File: src/rtl/mem_arbiter.sv
// Two-requester (fetch/data) arbiter onto a single memory port.
// Round-robin tie-break, one-cycle ack per transaction, bus-timeout abort.
module mem_arbiter #(
    parameter int unsigned XLEN    = 64,
    parameter int unsigned TIMEOUT = 255
) (
    input  logic            clk,
    input  logic            rst,
    input  logic            i_req,
    input  logic [XLEN-1:0] i_addr,
    output logic            i_ack,
    output logic [XLEN-1:0] i_rdata,
    output logic            i_err,
    input  logic            d_req,
    input  logic            d_we,
    input  logic [1:0]      d_word,
    input  logic [XLEN-1:0] d_addr,
    input  logic [XLEN-1:0] d_wdata,
    output logic            d_ack,
    output logic [XLEN-1:0] d_rdata,
    output logic            d_err,
    output logic            m_req,
    output logic            m_we,
    output logic [1:0]      m_word,
    output logic [XLEN-1:0] m_addr,
    output logic [XLEN-1:0] m_wdata,
    input  logic [XLEN-1:0] m_rdata,
    input  logic            m_ack
);

    localparam int unsigned CW = (TIMEOUT > 0) ? $clog2(TIMEOUT + 1) : 1;

    typedef enum logic [1:0] {
        ST_IDLE = 2'd0,
        ST_BUSY = 2'd1,
        ST_RESP = 2'd2
    } state_t;

    typedef enum logic {
        GR_I = 1'b0,
        GR_D = 1'b1
    } grant_t;

    state_t          state_q, state_d;
    grant_t          last_grant_q, last_grant_d;
    grant_t          winner_q, winner_d;
    logic [CW-1:0]   cnt_q, cnt_d;
    logic            we_q, we_d;
    logic [1:0]      word_q, word_d;
    logic [XLEN-1:0] addr_q, addr_d;
    logic [XLEN-1:0] wdata_q, wdata_d;
    logic [XLEN-1:0] rdata_q, rdata_d;
    logic            err_q, err_d;

    always_ff @(posedge clk) begin
        if (rst) begin
            state_q      <= ST_IDLE;
            last_grant_q <= GR_D;
            winner_q     <= GR_I;
            cnt_q        <= '0;
            we_q         <= 1'b0;
            word_q       <= 2'b00;
            addr_q       <= '0;
            wdata_q      <= '0;
            rdata_q      <= '0;
            err_q        <= 1'b0;
        end else begin
            state_q      <= state_d;
            last_grant_q <= last_grant_d;
            winner_q     <= winner_d;
            cnt_q        <= cnt_d;
            we_q         <= we_d;
            word_q       <= word_d;
            addr_q       <= addr_d;
            wdata_q      <= wdata_d;
            rdata_q      <= rdata_d;
            err_q        <= err_d;
        end
    end

    always_comb begin
        state_d      = state_q;
        last_grant_d = last_grant_q;
        winner_d     = winner_q;
        cnt_d        = cnt_q;
        we_d         = we_q;
        word_d       = word_q;
        addr_d       = addr_q;
        wdata_d      = wdata_q;
        rdata_d      = rdata_q;
        err_d        = err_q;

        unique case (state_q)
            ST_IDLE: begin
                cnt_d = '0;
                if (i_req || d_req) begin
                    // Tie goes to the side that did not win last time
                    if (i_req && d_req) begin
                        winner_d = (last_grant_q == GR_D) ? GR_I : GR_D;
                    end else begin
                        winner_d = i_req ? GR_I : GR_D;
                    end
                    last_grant_d = winner_d;
                    state_d      = ST_BUSY;
                    if (winner_d == GR_I) begin
                        addr_d  = i_addr;
                        we_d    = 1'b0;
                        word_d  = 2'b10;
                        wdata_d = '0;
                    end else begin
                        addr_d  = d_addr;
                        we_d    = d_we;
                        word_d  = d_word;
                        wdata_d = d_wdata;
                    end
                end
            end
            ST_BUSY: begin
                cnt_d = cnt_q + CW'(1);
                // m_ack takes priority over a coincident timeout
                if (m_ack) begin
                    rdata_d = we_q ? '0 : m_rdata;
                    err_d   = 1'b0;
                    state_d = ST_RESP;
                end else if (cnt_q == CW'(TIMEOUT)) begin
                    rdata_d = '0;
                    err_d   = 1'b1;
                    state_d = ST_RESP;
                end
            end
            ST_RESP: begin
                state_d = ST_IDLE;
            end
            default: begin
                state_d = ST_IDLE;
            end
        endcase
    end

    logic busy;
    logic resp;
    assign busy = (state_q == ST_BUSY);
    assign resp = (state_q == ST_RESP);

    assign m_req   = busy;
    assign m_we    = busy & we_q;
    assign m_word  = busy ? word_q : 2'b00;
    assign m_addr  = busy ? addr_q : '0;
    assign m_wdata = busy ? wdata_q : '0;

    assign i_ack   = resp & (winner_q == GR_I);
    assign i_rdata = i_ack ? rdata_q : '0;
    assign i_err   = i_ack & err_q;
    assign d_ack   = resp & (winner_q == GR_D);
    assign d_rdata = d_ack ? rdata_q : '0;
    assign d_err   = d_ack & err_q;

endmodule

File: config.mk
export PLATFORM = sky130hd
export DESIGN_NAME = mem_arbiter
export DESIGN_NICKNAME = d
export VERILOG_FILES = /design/src/rtl/mem_arbiter.sv
export SDC_FILE = /design/constraint.sdc
export NUM_CORES = 1
export LEC_CHECK = 0
export BUFFER_PORTS_ARGS = -buffer_cell sky130_fd_sc_hd__buf_2
export CAP_MARGIN = 20
export CORE_AREA = 2 2 207 209
export CTS_BUF_LIST = sky130_fd_sc_hd__clkbuf_16
export DETAILED_ROUTE_END_ITERATION = 16
export DIE_AREA = 0 0 209 211
export PLACE_DENSITY = 0.49
export SYNTH_ARGS = -nofsm -noshare
export SYNTH_HDL_FRONTEND = slang
export SYNTH_SLANG_ARGS = --single-unit
File: constraint.sdc
create_clock -name clk -period 1.7 [get_ports clk]
set_clock_uncertainty 0.05 [all_clocks]
set_input_delay 0.34 -clock clk [delete_from_list [all_inputs] [get_ports clk]]
set_output_delay 0.34 -clock clk [all_outputs]
set_load 0.1 [all_outputs]
* Word level (Yosys, flattened, before mapping)
Cells that the tools add are included.
Cells by class: eq/ne operators 5, bitwise gates (word level) 6, add/subtract/negate cells 1, reductions and logical operators 8, multiplexer cells 24
Operators with widths (count):
- $mux 64 | 9
- $pmux 8 s2 | 1
- $mux 2 | 5
- $add 8x1->8 const B | 1
- $eq 8x8->1 const B | 1
- $mux 1 | 8
- $reduce_and 2->1 | 3
- $and 1x1->1 | 5
- $pmux 2 s2 | 1
- $reduce_bool 2->1 | 2
- $ne 3x2->1 const B | 1
- $eq 2x1->1 const B | 1
- $eq 2x2->1 const B | 1
- $logic_not 2->1 | 1
- $ne 2x2->1 const B | 1
- $logic_and 1x1->1 | 1
- $logic_or 1x1->1 | 1
- $not 1->1 | 1
Word-level totals: logic and storage cells 54, bits of input ports 264, bits in registers 208, output and inout port bits 264

* Logic depth before layout (Yosys ltp)
depth after elaboration 5, depth in mapped cells 6, mapped depth without buffers 4

* Least setup slack after synthesis
OpenSTA, ideal clock, no wires.
path type register -> output, start point register state_q[1], end point output d_rdata[54], required time 1310 ps, setup slack -1290 ps, cell stages (with the launch flop) 5, path buffers 2, arrival 2600 ps, cell sequence dfxtp_1 -> buf_2 -> and3b_1 -> clkbuf_1 -> and2_1
On the way: cells in the longest elaborated chain, start to end 3
Ends and longest elaborated chain:
- start: declaration | RTL line 44 | state_t state_q, state_d;
- start signal: assignment | RTL line 68 | state_q <= state_d;
- $eq 2x2->1 | RTL line 143 | assign resp = (state_q == ST_RESP);
- $and 1x1->1 | RTL line 154 | assign d_ack = resp & (winner_q == GR_D);
- net d_ack | RTL line 19 | output logic d_ack,
- $mux 64 | RTL line 155 | assign d_rdata = d_ack ? rdata_q : '0;
- end: declaration | RTL line 20 | output logic [XLEN-1:0] d_rdata,
The timed path passes the listed nets, and every way through them passes these cells.

* Final worst setup path
start point register state_q[1], end point output i_rdata[5]
On the way: cells in the longest elaborated chain, start to end 3
Ends and longest elaborated chain:
- $eq 2x2->1 | RTL line 143
- $and 1x1->1 | RTL line 151 | assign i_ack = resp & (winner_q == GR_I);
- $mux 64 | RTL line 152 | assign i_rdata = i_ack ? rdata_q : '0;
- end: declaration | RTL line 12 | output logic [XLEN-1:0] i_rdata,
No other way between the ends.

==> results.json <==
{
  "syn_to_final_growth_pct": 110.6,
  "swShare": 0.3403,
  "drive_gt1_frac": 0.5237,
  "fin_tns_setup_ns": -143.29,
  "dp_hpwl_um": 32350,
  "violations": "setup timing",
  "p_int_mw": 11.29,
  "rsz0062_at_grt": "yes",
  "grt-ovfl-total": 0,
  "critPathRequiredTime_ns": 1.31,
  "yosysSeqAreaShare": 0.3955,
  "crit_type": "flip-flop to output port",
  "status": "finished, violations left",
  "fin_nets": 2189,
  "final_cells": 2490,
  "grt_max_degree": 68,
  "worst_hold_path_type": "primary input to flip-flop",
  "wl_per_cell_um": 20.19,
  "die-area_mm2": 0.04410,
  "row_count": 75,
  "clockBufferDepth": 3,
  "hp-start": "m_ack",
  "switchingPower_mw": 5.827,
  "synthArstFlopShare": 0,
  "crit_start": "state_q[1]",
  "timing.final.crit_share": 1.350,
  "dp_cells": 2237,
  "htreeDepth": 1,
  "drc": 0,
  "synth.top_cell.area_share": 0.3955,
  "port_buffers": 527,
  "combPwrFrac": 0.320,
  "relSlewSlack": 0.4958,
  "die_w_um": 209,
  "via_per_inst": 4.862,
  "coreArea_mm2": 0.04176,
  "path_clk_slew_ns": 0.06,
  "ant_nets": 0,
  "max-cap-violations": 0,
  "tightest_slew_ns": 0.7563,
  "critical_path.max_fanout": 36,
  "holdPathStages": 2,
  "track_usage": 0.1991,
  "finalSetupViolCount": 273,
  "drtIter0Drc": 605,
  "pwr-share-seq": 0.332,
  "synth-seq-cells": 208,
  "setup_ws_ns": -0.5953,
  "synth_warnings": 0,
  "die_height_um": 211,
  "ys.flop_type": "dfxtp_1",
  "synth_area_leaders": "dfxtp_1 (40%), and2_1 (16%), nand3_1 (9.2%)",
  "drv_slew": 0,
  "place.gp.congestion": 0.8806,
  "leakage_nw": 9.001,
  "cp-end-kind": "output port",
  "ff2ff_path_depth": 8,
  "syn_area_mm2": 0.01053,
  "cts_tree": "yes",
  "antenna_found_initial": 9,
  "powerDensity_mw_per_mm2": 772.4,
  "ys_types": 44,
  "cts.sinks": 208,
  "whs_ns": 0.02461,
  "start_util": 0.2521,
  "finalHoldViolations": 0,
  "clock.fmax_ghz": 0.4357,
  "cts_buffers": 27,
  "grt_pass1_wl_um": 69830,
  "fin_util": 0.5308,
  "clock_latency_ns": 0.56,
  "vias": 12106,
  "io-pin-count": 528,
  "synth_cells": 1243,
  "syn_avg_cell_area_um2": 8.470,
  "p_clk_frac": 0.348,
  "ir_drop_mv": 0.6978,
  "root_buffer": "clkbuf_16",
  "grt_pass1_vias": 11809,
  "firstDrtPassIters": 5,
  "drt-total-wl_um": 50270,
  "worstReg2RegStart": "state_q[1]",
  "synth_top_area_cell": "dfxtp_1",
  "synth_edf_count": 0,
  "fin_crit_ns": 2.295,
  "syn-num-nets": 1508,
  "cp.arrival_ns": 1.91,
  "start_kind": "flip-flop"
}
flip-flops by register name, indices dropped and copies added, names as in the netlist:
name	cells
addr_q	64
cnt_q	8
rdata_q	64
winner_q	1
state_q	2
last_grant_q	1
word_q	2
we_q	1
err_q	1
wdata_q	64
cell families (layout without fill, tap and decap cells):
group                    Yosys count  after routing  share of synthesized area
AO/OA/AOI/OAI                    343            343                     0.2509
XOR/XNOR                           4              4                   0.003328
adder cells (fa/ha/maj)            1              1                   0.001188
buffers and inverters            203            904                    0.08462
flip-flops                       208            208                     0.3955
other                              0              7                          0
AND/OR/NAND/NOR                  484            484                     0.2644
placed cells by master, fill, tap and decap left out, drive strengths merged, types with 3 or more instances in the layout:
cell type,count
nor2b,3
bufinv,4
dfxtp,208
a21oi,73
dlygate4sd3,136
diode,7
clkinvlp,4
clkinv,10
buf,627
a22o,66
o211ai,64
a311oi,64
and2,262
nand3,194
o21ai,69
xor2,3
nor2,8
clkbuf,51
inv,72
worst max-delay path, cell delays in order, from the launching register on:
cell and delay (ns):
dfxtp_2 0.35, nor3b_4 0.23, buf_12 0.17, buf_16 0.19, and2_2 0.20, buf_12 0.17
path summary, 6_finish.rpt:
| path | endpoint | slack (ns) |
|---|---|---|
| setup / recovery | i_rdata[5] | -0.60 |
| hold / removal | state_q[1] | 0.02 |
| setup reg to reg | wdata_q[42] | -0.01 |
| hold reg to reg | wdata_q[16] | 0.43 |
routing by layer:
| metal | wire length [um] | GRT usage | part of all wire |
|---|---|---|---|
| met1 | 20740 | 0.2418 | 0.41 |
| met2 | 25430 | 0.3514 | 0.51 |
| met3 | 2748 | 0.03791 | 0.055 |
| met4 | 1321 | 0.06970 | 0.026 |
| met5 | 24 | 0 | 0.00048 |
power by group through the flow:
stage | sequential (mW) | clock, mW | combinational (mW)
after detailed placement | 5.78 | 0 | 4.60
after CTS | 5.68 | 6.11 | 4.96
after floorplan | 5.66 | 0 | 2.92
final | 5.69 | 5.96 | 5.47
after global routing | 5.74 | 6.31 | 5.76
after global placement | 5.76 | 0 | 4.56
cells in the mapped netlist, drive strengths merged (2+ instances only):
library cell,n
inv,67
nand2,2
nor2b,3
clkbuf,84
nand4b,2
a311oi,64
buf,52
o211ai,64
or3,2
xor2,3
nor3b,2
o21a,2
o21ai,69
nor2,8
nand2b,2
and2,262
a22o,66
a21oi,73
dfxtp,208
nor3,2
nand3,194
timing repair:
action / CTS / global route
pin swaps: 46 / 35
hold endpoints to repair: 136 / 0
endpoints found under the setup margin: 264 / 458
setup buffers: 7 / 19
cloned: 2 / 34
resized for setup: 15 / 37
hold buffers: 136 / 0
metrics by stage:
step | total power, mW | setup slack (ns) | cell area (um2)
2_1_floorplan | 8.584 | -0.04632 | 11260
3_3_place_gp | 10.32 | -0.08164 | 18640
3_5_place_dp | 10.38 | -0.1110 | 18640
4_1_cts | 16.74 | -0.5933 | 21110
5_1_grt | 17.80 | -0.6645 | 22170
6_report | 17.12 | -0.5953 | 22170
cell type report:
| cell class | instances | area, um2 |
|---|---|---|
| clock buffer | 27 | 675.6 |
| fill | 3686 | 19590 |
| multi-input combinational | 832 | 6198 |
| inverter | 67 | 264.0 |
| antenna | 7 | 17.52 |
| tap | 539 | 674.4 |
| sequential | 208 | 4170 |
| timing repair inverter | 1 | 8.758 |
| timing repair buffer | 787 | 9923 |
| clock inverter | 22 | 235.2 |
Power figures use the tool's default switching activity.
